--- src/rtl/power_seq_ctrl_if.sv ---
`default_nettype none
// ============================================================================
//  Module      : power_seq_ctrl_if
//  Description : Request, power-good and enable/status bundle for the
//                board power-rail sequencer.
//  Revision    : 1.0 - initial release
// ============================================================================
interface power_seq_ctrl_if #(
    parameter int RAIL_NUM = 4,
    parameter int IDX_W    = 2
);
    logic                pwr_on_req_i;
    logic                fault_clr_i;
    logic [RAIL_NUM-1:0] pg_i;
    logic [RAIL_NUM-1:0] en_o;
    logic                pwr_ok_o;
    logic                fault_o;
    logic [IDX_W-1:0]    fault_rail_o;

    // System side: requests power, reports power-good, observes status
    modport master (
        output pwr_on_req_i,
        output fault_clr_i,
        output pg_i,
        input  en_o,
        input  pwr_ok_o,
        input  fault_o,
        input  fault_rail_o
    );

    // Sequencer side
    modport slave (
        input  pwr_on_req_i,
        input  fault_clr_i,
        input  pg_i,
        output en_o,
        output pwr_ok_o,
        output fault_o,
        output fault_rail_o
    );
endinterface
`default_nettype wire

--- src/rtl/power_seq_ctrl.sv ---
`default_nettype none
// ============================================================================
//  Module      : power_seq_ctrl
//  Description : Enables RAIL_NUM power rails in order (rail 0 first), waits
//                for each power-good plus a settle gap, disables in reverse
//                order and latches a fault on timeout or power-good loss.
//                pg_i is already synchronized upstream.
//  Revision    : 1.0 - initial release
// ============================================================================
module power_seq_ctrl #(
    parameter int RAIL_NUM    = 4,
    parameter int GAP_CNT     = 1000,
    parameter int TIMEOUT_CNT = 100000,
    parameter int CNT_W       = 17,
    parameter int IDX_W       = 2
) (
    input  logic            clk_i,
    input  logic            rst_n,
    power_seq_ctrl_if.slave bus
);
    localparam logic [3:0] c_st_idle     = 4'd0;
    localparam logic [3:0] c_st_en_rail  = 4'd1;
    localparam logic [3:0] c_st_wait_pg  = 4'd2;
    localparam logic [3:0] c_st_settle   = 4'd3;
    localparam logic [3:0] c_st_on       = 4'd4;
    localparam logic [3:0] c_st_off_rail = 4'd5;
    localparam logic [3:0] c_st_off_wait = 4'd6;
    localparam logic [3:0] c_st_fault    = 4'd7;

    localparam logic [CNT_W-1:0] c_gap_last     = CNT_W'(GAP_CNT - 1);
    localparam logic [CNT_W-1:0] c_timeout_last = CNT_W'(TIMEOUT_CNT - 1);
    localparam logic [CNT_W-1:0] c_timer_max    = {CNT_W{1'b1}};
    localparam logic [IDX_W-1:0] c_idx_last     = IDX_W'(RAIL_NUM - 1);

    logic [3:0]          r_state,      w_state_nxt;
    logic [IDX_W-1:0]    r_idx,        w_idx_nxt;
    logic [CNT_W-1:0]    r_timer,      w_timer_nxt;
    logic [RAIL_NUM-1:0] r_en,         w_en_nxt;
    logic                r_pwr_ok,     w_pwr_ok_nxt;
    logic                r_fault,      w_fault_nxt;
    logic [IDX_W-1:0]    r_fault_rail, w_fault_rail_nxt;

    logic [CNT_W-1:0]    w_timer_inc;
    logic [RAIL_NUM-1:0] w_drop_vec;
    logic                w_any_drop;
    logic [IDX_W-1:0]    w_drop_idx;
    logic                w_pg_cur;

    // Saturating increment so a stuck state never wraps the timer
    assign w_timer_inc = (r_timer == c_timer_max) ? r_timer : r_timer + 1'b1;
    assign w_pg_cur    = bus.pg_i[r_idx];
    // A rail that is enabled but has lost power-good
    assign w_drop_vec  = r_en & ~bus.pg_i;
    assign w_any_drop  = |w_drop_vec;

    // Lowest-numbered rail that lost power-good wins the fault report
    always_comb begin
        w_drop_idx = '0;
        for (int i = RAIL_NUM - 1; i >= 0; i--) begin
            if (w_drop_vec[i]) begin
                w_drop_idx = IDX_W'(i);
            end
        end
    end

    // State, index, timer and registered outputs; reset drops all enables at once
    always_ff @(posedge clk_i or negedge rst_n) begin
        if (!rst_n) begin
            r_state      <= c_st_idle;
            r_idx        <= '0;
            r_timer      <= '0;
            r_en         <= '0;
            r_pwr_ok     <= 1'b0;
            r_fault      <= 1'b0;
            r_fault_rail <= '0;
        end else begin
            r_state      <= w_state_nxt;
            r_idx        <= w_idx_nxt;
            r_timer      <= w_timer_nxt;
            r_en         <= w_en_nxt;
            r_pwr_ok     <= w_pwr_ok_nxt;
            r_fault      <= w_fault_nxt;
            r_fault_rail <= w_fault_rail_nxt;
        end
    end

    // Sequencing decisions; timeout outranks an abort on the same edge
    always_comb begin
        w_state_nxt = r_state;
        w_idx_nxt   = r_idx;
        w_timer_nxt = r_timer;
        case (r_state)
            c_st_idle: begin
                if (bus.pwr_on_req_i) begin
                    w_idx_nxt   = '0;
                    w_state_nxt = c_st_en_rail;
                end
            end
            c_st_en_rail: begin
                w_timer_nxt = '0;
                w_state_nxt = bus.pwr_on_req_i ? c_st_wait_pg : c_st_off_rail;
            end
            c_st_wait_pg: begin
                if (!w_pg_cur && (r_timer == c_timeout_last)) begin
                    w_state_nxt = c_st_fault;
                end else if (!bus.pwr_on_req_i) begin
                    w_state_nxt = c_st_off_rail;
                end else if (w_pg_cur) begin
                    w_timer_nxt = '0;
                    w_state_nxt = c_st_settle;
                end else begin
                    w_timer_nxt = w_timer_inc;
                end
            end
            c_st_settle: begin
                if (!bus.pwr_on_req_i) begin
                    w_state_nxt = c_st_off_rail;
                end else if (r_timer == c_gap_last) begin
                    w_timer_nxt = '0;
                    if (r_idx == c_idx_last) begin
                        w_state_nxt = c_st_on;
                    end else begin
                        w_idx_nxt   = r_idx + 1'b1;
                        w_state_nxt = c_st_en_rail;
                    end
                end else begin
                    w_timer_nxt = w_timer_inc;
                end
            end
            c_st_on: begin
                if (w_any_drop) begin
                    w_state_nxt = c_st_fault;
                end else if (!bus.pwr_on_req_i) begin
                    w_idx_nxt   = c_idx_last;
                    w_state_nxt = c_st_off_rail;
                end
            end
            c_st_off_rail: begin
                w_timer_nxt = '0;
                w_state_nxt = c_st_off_wait;
            end
            c_st_off_wait: begin
                if (r_timer == c_gap_last) begin
                    w_timer_nxt = '0;
                    if (r_idx == '0) begin
                        w_state_nxt = c_st_idle;
                    end else begin
                        w_idx_nxt   = r_idx - 1'b1;
                        w_state_nxt = c_st_off_rail;
                    end
                end else begin
                    w_timer_nxt = w_timer_inc;
                end
            end
            c_st_fault: begin
                if (bus.fault_clr_i && !bus.pwr_on_req_i) begin
                    w_idx_nxt   = '0;
                    w_timer_nxt = '0;
                    w_state_nxt = c_st_idle;
                end
            end
            default: begin
                w_idx_nxt   = '0;
                w_timer_nxt = '0;
                w_state_nxt = c_st_idle;
            end
        endcase
    end

    // Next values of the registered outputs, derived from the transition taken
    always_comb begin
        w_en_nxt         = r_en;
        w_fault_nxt      = r_fault;
        w_fault_rail_nxt = r_fault_rail;
        w_pwr_ok_nxt     = (w_state_nxt == c_st_on);
        case (r_state)
            c_st_en_rail: begin
                if (w_state_nxt == c_st_wait_pg) begin
                    w_en_nxt[r_idx] = 1'b1;
                end
            end
            c_st_off_rail: begin
                w_en_nxt[r_idx] = 1'b0;
            end
            c_st_fault: begin
                w_en_nxt = '0;
                if (w_state_nxt == c_st_idle) begin
                    w_fault_nxt      = 1'b0;
                    w_fault_rail_nxt = '0;
                end
            end
            c_st_idle, c_st_wait_pg, c_st_settle, c_st_on, c_st_off_wait: begin
            end
            default: begin
                w_en_nxt = '0;
            end
        endcase
        // Fault entry removes every enable on the same edge
        if ((w_state_nxt == c_st_fault) && (r_state != c_st_fault)) begin
            w_en_nxt         = '0;
            w_fault_nxt      = 1'b1;
            w_fault_rail_nxt = (r_state == c_st_on) ? w_drop_idx : r_idx;
        end
    end

    assign bus.en_o         = r_en;
    assign bus.pwr_ok_o     = r_pwr_ok;
    assign bus.fault_o      = r_fault;
    assign bus.fault_rail_o = r_fault_rail;

endmodule
`default_nettype wire

--- src/flat_wrapper.sv ---
// flat-port wrapper written by rule: the top's interface ports become plain ports
module power_seq_ctrl_flat 
#(
    parameter int RAIL_NUM    = 4,
    parameter int GAP_CNT     = 1000,
    parameter int TIMEOUT_CNT = 100000,
    parameter int CNT_W       = 17,
    parameter int IDX_W       = 2
)
  (clk_i, rst_n, bus_pwr_on_req_i, bus_fault_clr_i, bus_pg_i, bus_en_o, bus_pwr_ok_o, bus_fault_o, bus_fault_rail_o);
  power_seq_ctrl_if #(.RAIL_NUM(RAIL_NUM), .IDX_W(IDX_W)) bus_i ();
  input  logic clk_i;
  input  logic rst_n;
  input wire logic [$bits(bus_i.pwr_on_req_i)-1:0] bus_pwr_on_req_i;
  input wire logic [$bits(bus_i.fault_clr_i)-1:0] bus_fault_clr_i;
  input wire logic [$bits(bus_i.pg_i)-1:0] bus_pg_i;
  output wire logic [$bits(bus_i.en_o)-1:0] bus_en_o;
  output wire logic [$bits(bus_i.pwr_ok_o)-1:0] bus_pwr_ok_o;
  output wire logic [$bits(bus_i.fault_o)-1:0] bus_fault_o;
  output wire logic [$bits(bus_i.fault_rail_o)-1:0] bus_fault_rail_o;
  assign bus_i.pwr_on_req_i = bus_pwr_on_req_i;
  assign bus_i.fault_clr_i = bus_fault_clr_i;
  assign bus_i.pg_i = bus_pg_i;
  assign bus_en_o = bus_i.en_o;
  assign bus_pwr_ok_o = bus_i.pwr_ok_o;
  assign bus_fault_o = bus_i.fault_o;
  assign bus_fault_rail_o = bus_i.fault_rail_o;
  power_seq_ctrl #(.RAIL_NUM(RAIL_NUM), .GAP_CNT(GAP_CNT), .TIMEOUT_CNT(TIMEOUT_CNT), .CNT_W(CNT_W), .IDX_W(IDX_W)) u_core (.clk_i(clk_i), .rst_n(rst_n), .bus(bus_i));
endmodule
--- config.mk ---
export PLATFORM = sky130hd
export DESIGN_NAME = power_seq_ctrl_flat
export DESIGN_NICKNAME = d
export VERILOG_FILES = /design/src/rtl/power_seq_ctrl_if.sv /design/src/rtl/power_seq_ctrl.sv /design/src/flat_wrapper.sv
export SDC_FILE = /design/constraint.sdc
export NUM_CORES = 1
export LEC_CHECK = 0
export ABC_AREA = 1
export CORE_MARGIN = 1
export CORE_UTILIZATION = 54
export DETAILED_ROUTE_END_ITERATION = 8
export HOLD_SLACK_MARGIN = 0.02
export PLACE_DENSITY = 0.77
export SLEW_MARGIN = 20
export SYNTH_ARGS = -nofsm -noshare
export SYNTH_HDL_FRONTEND = slang
export SYNTH_SLANG_ARGS = --single-unit
--- constraint.sdc ---
create_clock -name clk_i -period 1.8 [get_ports clk_i]
set_input_delay 0.36 -clock clk_i [delete_from_list [all_inputs] [get_ports clk_i]]
set_output_delay 0.36 -clock clk_i [all_outputs]
set_load 0.02 [all_outputs]
Word-level counts from Yosys, hierarchy flattened --
Cells that the tools add are included. W data, S select, Z words.
Storage, ports and cells: flip-flop bits (word level) 31, bits of input ports 8, output and inout bits 8, word-level logic and storage cells 116
Cells by class: add/subtract/negate cells 3, magnitude comparators 2, equality and inequality tests 28, muxes and demuxes 50, bitwise gates (word level) 7, reductions and logical operators 19
Operator list (number):
- $mux W17 | 7
- $pmux W17 S5 | 1
- $mux W4 | 12
- $eq A17 B17 Y1 const B | 2
- $mux W2 | 17
- $pmux W4 S8 | 1
- $eq A4 B3 Y1 const B | 6
- $add A17 B1 Y17 const B | 1
- $eq A17 B10 Y1 const B | 1
- $ne A2 B2 Y1 const B | 8
- $eq A4 B2 Y1 const B | 3
- $pmux W2 S6 | 1
- $pmux W4 S3 | 1
- $reduce_and A10 Y1 | 1
- $mux W3 | 3
- $and A4 B4 Y4 | 2
- $logic_not A4 Y1 | 2
- $ne A2 B1 Y1 const B | 4
- $not A4 Y4 | 2
- $mux W1 | 5
- $reduce_and A5 Y1 | 1
- $reduce_or A5 Y1 | 1
- $eq A4 B1 Y1 const B | 1
- $logic_and A1 B1 Y1 | 4
- other kinds (18) | 22

Logic depth before layout (Yosys ltp) --
depth in word-level cells 10, mapped depth 15, gate-level depth less buffers 13

Least setup slack after synthesis --
Ideal clock, no wire load.
path type reg2reg, start register u_core.r_timer[0], end register u_core.r_timer[4], library setup time 0.119 ns, data arrival time 1.542 ns, data required time 1.681 ns, slack 0.139 ns, cell stages (with the launch flop) 11, path buffers 1, clock period less this slack 1.661 ns, cell sequence dfrtp_1 ha_1 nand2_2 nor2_4 nor3b_2 nand3_2 nand2_2 buf_6 nor2_4 a21oi_1 nor2_1
Between the ends: longest elaborated chain between the ends 6, elaborated cells between the ends (all ways) 14, those cells by class add/sub: 1; eq/ne: 4; mux: 7; reduce/logical: 2
RTL lines:
- from (decl) | RTL line power_seq_ctrl.sv:37 | logic [CNT_W-1:0] r_timer, w_timer_nxt;
- from (signal assigned) | RTL line power_seq_ctrl.sv:79 | r_timer <= w_timer_nxt;
- $add A17 B1 Y17 / $eq A17 B17 Y1 (equally long branches) | RTL line power_seq_ctrl.sv:50 | assign w_timer_inc = (r_timer == c_timer_max) ? r_timer : r_timer + 1'b1;
- $mux W17 | RTL line power_seq_ctrl.sv:50
- $mux W17 | RTL line power_seq_ctrl.sv:108 | end else if (w_pg_cur) begin
- $mux W17 | RTL line power_seq_ctrl.sv:106 | end else if (!bus.pwr_on_req_i) begin
- $mux W17 | RTL line power_seq_ctrl.sv:104 | if (!w_pg_cur && (r_timer == c_timeout_last)) begin
- $pmux W17 S5 | RTL line power_seq_ctrl.sv:92 | case (r_state)
Parallel ways exist; a longest one is shown, timed or not. The select of a mux whose other input is x is not followed. A chain may end at the register's enable or synchronous reset.

Worst setup path after layout --
start register u_core.r_timer[13], end register u_core.r_en[1] (netlist: u_core.bus.en_o[1])
Between the ends: longest elaborated chain between the ends 8, elaborated cells between the ends (all ways) 15, those cells by class eq/ne: 6; mux: 6; reduce/logical: 3
RTL lines:
- $eq A17 B10 Y1 / $eq A17 B17 Y1 (equally long branches) | RTL line power_seq_ctrl.sv:118, power_seq_ctrl.sv:143, power_seq_ctrl.sv:104
- $mux W4 / $logic_and A1 B1 Y1 (equally long branches) | RTL line power_seq_ctrl.sv:118, power_seq_ctrl.sv:104
- $mux W4 (on tied branches) | RTL line power_seq_ctrl.sv:116, power_seq_ctrl.sv:104
- $pmux W4 S8 * | RTL line power_seq_ctrl.sv:92
- named net u_core.w_state_nxt[0] | RTL line power_seq_ctrl.sv:35 | logic [3:0] r_state, w_state_nxt;
- $eq A4 B3 Y1 | RTL line power_seq_ctrl.sv:199 | if ((w_state_nxt == c_st_fault) && (r_state != c_st_fault)) begin
- $logic_and A1 B1 Y1 | RTL line power_seq_ctrl.sv:199
- $ne A3 B1 Y1 (no line) / $ne A2 B1 Y1 (equally long branches)
- $reduce_and A2 Y1 (no line)
- to (signal assigned) | RTL line power_seq_ctrl.sv:80 | r_en <= w_en_nxt;
- to (decl) | RTL line power_seq_ctrl.sv:38 | logic [RAIL_NUM-1:0] r_en, w_en_nxt;
Mark *: on every way through the listed nets, which the timed path passes. The rest lies on a longest branch.

==> reports/qor.txt <==
Final nets = 470
CTS tree = built
First-pass GRT wire length = 11400 µm
Initial DRC count = 363
Pwr dens = 870 nW/µm²
Htree depth = 2
Grt total ovfl = 0
Core Area = 4440 µm²
Synthesized instance count = 395
Status = finished, violations left
Worst path buffer plus inverter count = 0
Sw Ratio = 42.9%
Die span in y = 70.5 µm
CP cell instances = nor2_1 -> nand2_1 -> nor2_2 -> nand2_4 -> nor2_2 -> nor2_2 -> nand3_4 -> nand3_4 -> nand3_2 -> nand2_1
Clock share of power = 17.3%
GPL Wtd Cong = 0.971
First-pass DRT Iterations = 8
# setup viols final = 2
Initial antenna violation count = 0
DR vias/cell = 5.63
Startpoint types = flop
Layout Utilization = 76.1%
Detail Route Antenna Nets = 0
Seq pwr share = 31.8%
Detailed Place HPWL = 5190 µm
CP max-delay cell = dfrtp_1
Total negative slack = -0.0298 ns
CTS root buffer = clkbuf_8
Reg clk slew, reported paths = 0.07 ns
Initial core utilization = 57.1%
Worst path most repeated cell = nor2_2
CP delay by family, top = simple AND/OR/NAND/NOR gates
Distinct cells, synth = 36
P_int = 1.68 mW
Leakage = 1.73 nW
Routed WL = 7500 µm
Worst Path Required = 1.97 ns
Die Wd = 70.5 µm
Site Rows = 24
Max incr delay on CP = 0.46 ns
Mean Syn Cell Area = 6.42 µm²
Switching Power = 1.26 mW
Syn-to-layout area delta = 33.3%
Fin crit share = 101%
Hold WC Path Type = in -> async
RSZ-0062 raised after global routing = true
Max Root-Sink Buffers = 2
# DRC = 2
Number of port buffers = 15
Failing checks = DRC, setup timing
Vias in the first global route = 2537
Clock Sinks = 31
CTS buffer count = 5
Max Fclk = 549 MHz
Worst-skew pair later-pin latency = 0.29 ns
Worst-case clock skew = 0.00883 ns
Worst Path Max Fanout = 7
Die area = 4970 µm²
Tmin final = 1.82 ns
Combinational power share = 50.9%
Layout cell share with drive strength beyond 1 = 29.8%
Post-Place Worst Slack = -0.219 ns
Kind of critical path = reg -> reg
Synthesized cell area = 2540 µm²
Arrival @ worst endpoint = 1.99 ns
Hold_ws = 0.466 ns
Slew Viols, Final = 0
Ports = 16
Yosys warnings = 0
Sequential fraction of the synthesis area = 30.6%
Max Cap Violations = 0
Via count = 2882
Largest net degree at the start of global routing = 32
Synth Register Bits = 31
CP Capture Type = flop
Mapped Nets = 404
Final Hold Viols = 0
Wire per inst = 14.6 µm
Total Routing Usage GR = 29.1%
# diodes = 0
Final setup margin = -0.0220 ns
VDD IR max = 0.616 mV
[worst register-to-register path: stages, from the launching register on]
cell and delay, ns:
dfrtp_1 0.46, nor2_1 0.14, nand2_1 0.15, nor2_2 0.19, nand2_4 0.12, nor2_2 0.16, nor2_2 0.07, nand3_4 0.12
nand3_4 0.14, nand3_2 0.09, nand2_1 0.06
[placed cells by master (no fill, tap or decap), drive strengths merged]
master         instances
o211ai                 3
clkdlybuf4s50         12
xor2                   9
clkbuf                 6
o22ai                  4
nor4                   3
nand3                 43
ha                     1
buf                   49
a21oi                 10
nor3                  11
nand2                142
o21ai                 18
clkinv                 2
a31oi                  1
dlymetal6s2s           3
nand3b                 2
dfrtp                 31
conb                   1
inv                   50
nor3b                  2
or2                    1
and2                   1
nor2                  48
nand4                  7
[synth_stat cells (all sizes together)]
cell type,number,area (µm²)
dfrtp,31,776
xor2,9,78.8
and2,1,6.26
nor3,11,76.3
nor4,3,25.0
conb,1,3.75
nand3b,2,15.0
buf,4,28.8
nand2,142,556
nor3b,2,25.0
o22ai,4,25.0
clkbuf,1,3.75
o21ai,18,101
a21oi,10,53.8
nand3,43,240
or2,1,6.26
nor2,48,235
inv,50,188
ha,1,12.5
a31oi,1,6.26
nand4,7,43.8
clkinv,2,7.51
o211ai,3,22.5
[sequential cells by signal, summed over array words and instances, names as in the netlist]
name / cells
u_core.r_timer: 17
u_core.bus.en_o: 4
u_core.r_state: 4
u_core.bus.fault_rail_o: 2
u_core.r_idx: 2
u_core.bus.fault_o: 1
u_core.bus.pwr_ok_o: 1
[final cells by class]
type,instances,area [µm²]
Multi-Input combinational cell,307,1710
Sequential cell,31,785
Timing Repair Buffer,64,557
Clock buffer,6,72.6
Fill cell,310,1060
Tap cell,52,65.1
Inverter,52,198
[per-layer routing]
layer  up-vias  wire, µm  track usage, %
met3        24       648            3.99
met2       143      3380            45.6
li1       1392         -               -
met4         0       165            9.78
met5         -         0               0
met1      1323      3300            41.7
[metrics by stage]
stage               instance area (µm²)  total power, mW  instances
floorplan                          2540             1.70        395
global placement                   3000             2.17        495
detailed placement                 3000             2.19        495
CTS                                3090             2.70        501
global route                       3380             3.12        512
finish                             3380             2.94        512
[path summary, 6_finish.rpt]
check,from,to,slack (ns),cells past startpoint
hold reg to reg,u_core.bus.fault_o,u_core.bus.fault_o,0.49,2
hold / removal,rst_n,u_core.r_timer[8],0.47,2
max in group asynchronous,rst_n,u_core.r_timer[10],1.00,2
min in group clk_i,u_core.bus.fault_o,u_core.bus.fault_o,0.49,2
setup reg to reg,u_core.r_timer[13],u_core.bus.en_o[1],-0.02,10
setup / recovery,u_core.r_timer[13],u_core.bus.en_o[1],-0.02,10
[cells by family after synthesis]
| kind of cell | count (synthesis) | share of synthesized area, % |
|---|---|---|
| DFF | 31 | 30.6 |
| and+or+nand+nor | 260 | 48.4 |
| other | 1 | 0.148 |
| AOI/OAI and AO/OA | 36 | 8.24 |
| adders and majority gates | 1 | 0.493 |
| buffers and inverters | 57 | 8.98 |
| xor gates and xnor gates | 9 | 3.11 |
[power by group through the flow]
stage,Clock (mW),Sequential [mW],Combinational [mW]
2_1_floorplan,0,0.944,0.753
3_3_place_gp,0,0.930,1.24
3_5_place_dp,0,0.927,1.26
4_1_cts,0.510,0.917,1.28
5_1_grt,0.545,0.946,1.63
6_report,0.509,0.936,1.50
[repair_timing]
| item | CTS | global route |
|---|---|---|
| gates resized for setup | 4 | 56 |
| endpoints found under the hold margin | 0 | 0 |
| pin swaps | 1 | 23 |
| hold buffers | 0 | 0 |
| buffers inserted | 0 | 11 |
| endpoints found under the setup margin | 8 | 29 |
Power figures use the tool's default switching activity.
